### src/rtl/uart_pkg.sv
// Shared UART constants: default receive FIFO depth, byte width and bus width.
// Also carries the helper that widens a received byte onto the processor bus.
package uart_pkg;

  localparam int UART_DERINLIK = 16;
  localparam int BAYT_W        = 8;
  localparam int VERI_W        = 32;

  typedef logic [BAYT_W-1:0] bayt_t;
  typedef logic [VERI_W-1:0] veri_t;

  function automatic veri_t bayt_genislet(input bayt_t b);
    return {{(VERI_W-BAYT_W){1'b0}}, b};
  endfunction

endpackage

### src/rtl/uart_al_fifo_bellek.sv
// DERINLIK x 8 storage for the receive FIFO: synchronous write, registered read.
// The read is read-first, so a same-address write returns the old byte.
module uart_al_fifo_bellek
  import uart_pkg::*;
#(
  parameter int DERINLIK = UART_DERINLIK,
  localparam int AW = $clog2(DERINLIK)
) (
  input  logic          clk_g,
  input  logic          yaz_en,
  input  logic [AW-1:0] yaz_adr,
  input  bayt_t         yaz_veri,
  input  logic          oku_en,
  input  logic [AW-1:0] oku_adr,
  output bayt_t         oku_veri
);

  bayt_t mem [DERINLIK];
  bayt_t oku_veri_reg;

  // No reset here so the array maps onto block RAM.
  always_ff @(posedge clk_g) begin
    if (yaz_en) begin
      mem[yaz_adr] <= yaz_veri;
    end
    if (oku_en) begin
      oku_veri_reg <= mem[oku_adr];
    end
  end

  assign oku_veri = oku_veri_reg;

endmodule

### src/rtl/uart_al_fifo.sv
// UART receive FIFO with a one-cycle-latency processor read port.
// Define UART_AL_FIFO_TASMA_EN to enable the sticky overflow flag (tasma).
module uart_al_fifo
  import uart_pkg::*;
#(
  parameter int DERINLIK = UART_DERINLIK
) (
  input  logic                       clk_g,
  input  logic                       rst_g,
  input  logic [BAYT_W-1:0]          al_veri,
  input  logic                       al_gecerli,
  input  logic                       oku_gecerli,
  input  logic                       temizle,
  output logic [VERI_W-1:0]          oku_veri,
  output logic                       oku_veri_gecerli,
  output logic                       bos,
  output logic                       dolu,
  output logic [$clog2(DERINLIK):0]  doluluk,
  output logic                       tasma
);

  localparam int AW = $clog2(DERINLIK);
  localparam int DW = AW + 1;

  logic [AW-1:0] yaz_ptr_reg;
  logic [AW-1:0] oku_ptr_reg;
  logic [DW-1:0] doluluk_reg;
  logic          gecerli_reg;
  logic          bos_oku_reg;
  logic          oku_kabul;
  logic          yaz_kabul;
  bayt_t         bellek_oku;

  assign bos  = (doluluk_reg == '0);
  assign dolu = (doluluk_reg == DW'(DERINLIK));

  // A read frees a slot in the same cycle, so a full FIFO still takes a write
  // when a read is accepted alongside it; flush overrides both.
  assign oku_kabul = oku_gecerli & ~bos & ~temizle;
  assign yaz_kabul = al_gecerli & ~temizle & (~dolu | oku_kabul);

  always_ff @(posedge clk_g) begin
    if (rst_g) begin
      yaz_ptr_reg <= '0;
      oku_ptr_reg <= '0;
      doluluk_reg <= '0;
      gecerli_reg <= 1'b0;
      bos_oku_reg <= 1'b1;
    end else if (temizle) begin
      yaz_ptr_reg <= '0;
      oku_ptr_reg <= '0;
      doluluk_reg <= '0;
      gecerli_reg <= 1'b0;
    end else begin
      if (yaz_kabul) begin
        yaz_ptr_reg <= yaz_ptr_reg + AW'(1);
      end
      if (oku_kabul) begin
        oku_ptr_reg <= oku_ptr_reg + AW'(1);
      end
      case ({yaz_kabul, oku_kabul})
        2'b10:   doluluk_reg <= doluluk_reg + DW'(1);
        2'b01:   doluluk_reg <= doluluk_reg - DW'(1);
        default: doluluk_reg <= doluluk_reg;
      endcase
      gecerli_reg <= oku_gecerli;
      // Remembers whether the last read hit an empty FIFO; the RAM output
      // register is left untouched then, so the bus is forced to zero instead.
      if (oku_gecerli) begin
        bos_oku_reg <= bos;
      end
    end
  end

  uart_al_fifo_bellek #(
    .DERINLIK (DERINLIK)
  ) u_bellek (
    .clk_g    (clk_g),
    .yaz_en   (yaz_kabul),
    .yaz_adr  (yaz_ptr_reg),
    .yaz_veri (al_veri),
    .oku_en   (oku_kabul),
    .oku_adr  (oku_ptr_reg),
    .oku_veri (bellek_oku)
  );

  assign oku_veri         = bos_oku_reg ? '0 : bayt_genislet(bellek_oku);
  assign oku_veri_gecerli = gecerli_reg;
  assign doluluk          = doluluk_reg;

`ifdef UART_AL_FIFO_TASMA_EN
  logic tasma_reg;

  always_ff @(posedge clk_g) begin
    if (rst_g || temizle) begin
      tasma_reg <= 1'b0;
    end else if (al_gecerli && !yaz_kabul) begin
      tasma_reg <= 1'b1;
    end
  end

  assign tasma = tasma_reg;
`else
  assign tasma = 1'b0;
`endif

endmodule
### config.mk
export PLATFORM = sky130hd
export DESIGN_NAME = uart_al_fifo
export DESIGN_NICKNAME = d
export VERILOG_FILES = /design/src/rtl/uart_pkg.sv /design/src/rtl/uart_al_fifo_bellek.sv /design/src/rtl/uart_al_fifo.sv
export SDC_FILE = /design/constraint.sdc
export NUM_CORES = 1
export LEC_CHECK = 0
export ABC_CLOCK_PERIOD_IN_PS = 3400
export BUFFER_PORTS_ARGS = -buffer_cell sky130_fd_sc_hd__buf_2
export CAP_MARGIN = 5
export CORE_UTILIZATION = 50
export DETAILED_ROUTE_END_ITERATION = 10
export PLACE_DENSITY_LB_ADDON = 0.15
export SYNTH_ARGS = -nofsm -noshare
export SYNTH_HDL_FRONTEND = slang
export SYNTH_HIERARCHICAL = 1
export SYNTH_SLANG_ARGS = --single-unit
### constraint.sdc
create_clock -name clk_g -period 3.4 [get_ports clk_g]
set_input_delay 0.17 -clock clk_g [delete_from_list [all_inputs] [get_ports clk_g]]
set_output_delay 0.17 -clock clk_g [all_outputs]
set_load 0.05 [all_outputs]
# [Word-level counts from Yosys, hierarchy flattened]
# Memory sizes are Yosys's and may differ from the RTL's. A register that Yosys moved wholly into a read port is not among the register bits.
# Index checks and enable logic that the tools add are counted.
[word_totals] wordCells=29 ramBits=128 n_memories=1 reg_bits=15 out_inout_bits=41
[classes] n_reduce_logical=4 bitwise_logic=8 eq_ne=3 n_mux=4 n_addsub=4
[memory_table] memory="u_bellek.mem" words=16 word_bits=8 rd=1 rd_clocked_by_memory_dff=1 wr=1 line_no="uart_al_fifo_bellek.sv:18" source="bayt_t mem [DERINLIK];"
[ops] cell="5-bit one-hot mux with 2 select lines" count=1
[ops] cell="4-bit by 1-bit adder with 4-bit output (second input constant)" count=2
[ops] cell="8-bit two-way mux" count=1
[ops] cell="5-bit by 1-bit adder with 5-bit output (second input constant)" count=1
[ops] cell="5-bit == test (second input constant)" count=1
[ops] cell="5-bit logical NOT" count=1
[ops] cell="5-bit by 1-bit subtractor with 5-bit output (second input constant)" count=1
[ops] cell="1-bit bitwise AND" count=4
[ops] cell="1-bit inverter" count=3
[ops] cell="2-bit by 1-bit == test with 1-bit output (second input constant)" count=1
[ops] cell="2-bit == test (second input constant)" count=1
[ops] cell="1-bit two-way mux" count=2
[ops] cell="2-bit AND reduction" count=1
[ops] cell="2-bit nonzero test" count=1
[ops] cell="2-bit OR reduction" count=1
[ops] cell="1-bit bitwise OR" count=1

# [Logic depth before layout (Yosys ltp)]
[depth] word_depth=8 mapped_depth=9 ltp_nobuf=8

# [Hierarchy]
# The synthesis kept the hierarchy.
[modules_own_cells] module="uart_al_fifo_bellek" seq_area_each_um2=4083.9 cells_each=229 area_each_um2=5227.5 n_inst=1
[modules_own_cells] module="uart_al_fifo" seq_area_each_um2=300.3 cells_each=135 area_each_um2=1146.1 n_inst=1

# [Least setup slack after synthesis]
# No wires, ideal clock.
[synth_timing] path_type="reg-to-reg" from="register doluluk_reg[0], in the netlist doluluk[0]" to="memory u_bellek/mem[0][0] in the netlist's numbering (enable)" t_arrival_ns=2.515 path_slack_ns=0.502 path_stages_with_launch=5 required_ns=3.017 n_path_buf=0 period_less_slack_ns=2.898 path_cell_list="dfxtp_1 -> nor4_4 -> a311oi_4 -> or3b_2 -> nor3_1"
[synth_via] elab_chain_len=8
[synth_rtl] item="start, declared" line_no="uart_al_fifo.sv:27" source="logic [DW-1:0] doluluk_reg;"
[synth_rtl] item="start signal, assigned" line_no="uart_al_fifo.sv:62" source="2'b10: doluluk_reg <= doluluk_reg + DW'(1);"
[synth_rtl] item="start signal, assigned" line_no="uart_al_fifo.sv:63" source="2'b01: doluluk_reg <= doluluk_reg - DW'(1);"
[synth_rtl] item="start signal, assigned" line_no="uart_al_fifo.sv:64" source="default: doluluk_reg <= doluluk_reg;"
[synth_rtl] item="5-bit logical NOT" line_no="uart_al_fifo.sv:34" source="assign bos = (doluluk_reg == '0);"
[synth_rtl] item="1-bit inverter" line_no="uart_al_fifo.sv:39" source="assign oku_kabul = oku_gecerli & ~bos & ~temizle;"
[synth_rtl] item="1-bit bitwise AND (2 in a row)" line_no="uart_al_fifo.sv:39"
[synth_rtl] item="1-bit bitwise OR *" line_no="uart_al_fifo.sv:40" source="assign yaz_kabul = al_gecerli & ~temizle & (~dolu | oku_kabul);"
[synth_rtl] item="1-bit bitwise AND *" line_no="uart_al_fifo.sv:40"
[synth_rtl] item="net yaz_kabul" line_no="uart_al_fifo.sv:31" source="logic yaz_kabul;"
[synth_rtl] item="1-bit two-way mux *" line_no="uart_al_fifo_bellek.sv:23" source="if (yaz_en) begin"
[synth_rtl] item="1-bit two-way mux (not written as such) *" line_no="uart_al_fifo_bellek.sv:24" source="mem[yaz_adr] <= yaz_veri;"
[synth_rtl] item="end, declared" line_no="uart_al_fifo_bellek.sv:18"
# The timed path passes the listed nets; every way through them passes the cells marked *.

# [Worst setup path in the final report]
[layout_timing] from="register doluluk_reg[0], in the netlist doluluk[0]" to="memory u_bellek/mem[1][2] in the netlist's numbering (enable)"
# Same word-level chain as after synthesis.

==> summary.md <==
| Metric | Value |
|---|---|
| Status | `finished, final reports clean` |
| Seq cells post-synth | `151` |
| Vias in the first global route | `3278` |
| Post-CTS sizing | `0` |
| Warning count from the yosys run | `6` |
| Sequential power share | `48.5%` |
| Most frequent cells after synthesis | `edfxtp_1 (136), buf_4 (27), nor2_1 (26), mux4_2 (18), a22oi_1 (16)` |
| Core area | `12200 um^2` |
| Fin nets | `432` |
| Initial antenna violation count | `0` |
| Hold Worst Slack | `0.00694 ns` |
| Largest net degree at the start of global routing | `21` |
| WL final | `12100 um` |
| Ys async rst share | `0%` |
| Compound-Gate Fraction of Synth Area | `5.10%` |
| Area Overhead vs Synth | `14.3%` |
| Minimum clock period | `2.68 ns` |
| Synth Flop Type | `edfxtp_1` |
| Critical path class | `register to register` |
| Final Cycle Share | `78.8%` |
| Fillers | `944` |
| Max FO, Critical Path | `10` |
| Buffers on Ports | `28` |
| Peak supply drop | `0.000438 V` |
| Number of flip-flops in the largest register | `128` |
| Multiplexer share of the synthesized area | `12.4%` |
| Tightest Hold Check Type | `input pin to register` |
| Max-slew violations | `0` |
| Synth Area in Adders | `1.30%` |
| Routed vias/inst | `5.61` |
| Unique cell type count in the Yosys netlist | `49` |
| Gr ovfl total | `0` |
| Internal power component | `3.30 mW` |
| F_max | `373 MHz` |
| Yosys top cell by area | `edfxtp_1` |
| Hpwl dp | `7910 um` |
| Post-CTS setup buffer count | `0` |
| Post-Route Skew | `0.00767 ns` |
| HP Start | `rst_g` |
| P per Cell Area | `577 nW/um^2` |
| Initial drt markers | `363` |
| XOR/XNOR Fraction of Synth Area | `0.550%` |
| Routed len/inst | `20.4 um` |
| Simple-Gate Fraction of Synth Area | `7.03%` |
| Largest family of logic cells by synthesized area | `multiplexers` |
| Syn_area_per_cell | `17.5 um^2` |
| Kind of end point of the critical path | `register` |
| Slew @ Worst Pin | `1.00 ns` |
| Cells on worst reg2reg path | `4` |
| Ranking of synthesized cells by area | `edfxtp_1 (64%), mux4_2 (6.4%), mux4_1 (5.8%)` |
| Net Sw Frac | `21.4%` |
| Critical path startpoint category | `register` |
| Clock Power Share | `47.1%` |
| Comb power frac | `4.3%` |
| Via count | `3335` |
| Min-Delay Path Depth | `2` |
| Maxcap violations | `0` |
| Die Wd | `115 um` |
| RSZ-0062 raised after global routing | `false` |
| 1st-pass router iterations | `5` |
| Pleak | `2.51 nW` |
| Most common cell in the netlist | `edfxtp_1` |
| CTS buffer count | `17` |
| Antenna-violating nets left | `0` |
| Cts hold-fix bufs | `0` |
| Yosys top cell area share | `64.1%` |
| Routability cong. | `0.800` |
| CP required | `3.45 ns` |
| Seq/Total Area, Yosys | `68.8%` |
| Worst skew pair latency | `0.42 ns` |
| Cells after synthesis | `364` |
| H-tree levels | `4` |
| Crit path DAT | `2.73 ns` |
| Io pins | `54` |
| Die Ht | `115 um` |
| CTS tree | `yes` |
| Starting Density | `52.2%` |
| Rel. slew slack | `33.2%` |
| Sum Neg Setup Slack | `0 ns` |
| Placement Rows | `40` |
| CTS Buffer Depth | `2` |
| Final Hold Vio Count | `0` |
| Antenna diode count | `0` |
| Root buffer cell | `clkbuf_16` |
| First-pass GRT wire length | `19000 um` |
| Clock transition at the registers of the reported paths | `0.06 ns` |
| Final setup viols | `0` |
| Post-Syn Area | `6370 um^2` |
| Sw Pwr | `900 uW` |
| CTS sink count | `151` |
| DRC viols | `0` |
| EDFF count, synth | `136` |
| Die area | `13200 um^2` |
| Worst Setup SP | `doluluk[0]` |
| Fraction of layout cells with a size suffix above 1 | `23.2%` |
| GRT Total Usage | `20.6%` |
| RR Startpoint | `doluluk[0]` |
[path summary, 6_finish.rpt]
check / endpoint / slack, ns
worst min-delay path: oku_veri_gecerli / 0.007
worst max register to register: u_bellek/mem[1][2] / 0.72
worst min register to register: yaz_ptr_reg[3] / 0.54
worst max-delay path: u_bellek/mem[1][2] / 0.72
[cells in the final DEF (no fill, tap or decap), types with 3 or more instances in the layout]
master     instances
buf_4             15
mux4_2            18
conb_1            25
nor2b_1            9
a22oi_1           16
o21ai_0            3
a21oi_1            6
a21o_1             3
nand2_1           14
buf_2             28
bufinv_16          4
inv_1              3
xor2_1             3
nor2_1            26
mux4_1            14
nand2b_1           4
edfxtp_1         136
ha_1               5
nor3_1             8
clkinv_2           3
nand3_1            7
o211ai_1           3
clkbuf_16         17
dfxtp_1           14
[kinds of logic (layout without fill, tap and decap cells)]
group,after synthesis,after routing
and+or+nand+nor,85,85
buffers and inverters,41,79
DFF,151,151
xor gates and xnor gates,4,4
muxes,34,34
AOI/OAI and AO/OA,42,42
other,1,25
adders and majority gates,6,6
[critical path, stage by stage (launching register included)]
cell and delay (ns):
dfxtp_1 0.51, nor4_4 0.14, a311oi_4 0.55, or3b_2 0.55, nor2_1 0.55
[final cells by class]
cell class,count,area (um^2),area share [%]
clock buffer,17,425,5.84
clock inverter,15,199,2.73
inverter,3,11.3,0.155
multi-input combinational,196,1780,24.4
sequential,151,4390,60.2
tap,168,210,2.89
timing repair buffer,44,273,3.75
[through the flow]
step                      util (%)  cells  cell area (um^2)  worst slack, ns  power [mW]
after detailed placement      54.5    562              6660            0.730        2.26
after global placement        54.5    562              6660            0.833        2.26
after CTS                     59.6    594              7280            0.700        4.23
after global routing          59.6    594              7280            0.526        4.31
after floorplan                  -    388              6460            0.502        2.23
final                         59.6    594              7280            0.719        4.20
[layer usage]
| layer | wire length (um) | vias up | global-route usage (%) | part of all wire, % |
|---|---|---|---|---|
| met5 | 0 | - | 0 | 0 |
| met4 | 193 | 0 | 8.40 | 1.6 |
| met3 | 645 | 15 | 4.96 | 5.3 |
| met2 | 5700 | 119 | 31.5 | 47 |
| met1 | 5610 | 1693 | 28.6 | 46 |
| li1 | - | 1508 | - | - |
[power groups by stage]
stage          clock network (mW)  registers (mW)  logic [mW]
3_5_place_dp                    0            2.08       0.181
5_1_grt                      2.07            2.04       0.197
3_3_place_gp                    0            2.08       0.178
6_report                     1.98            2.04       0.182
2_1_floorplan                   0            2.08       0.150
4_1_cts                      2.01            2.04       0.182
No activity file was read; power rests on OpenSTA's default activity.
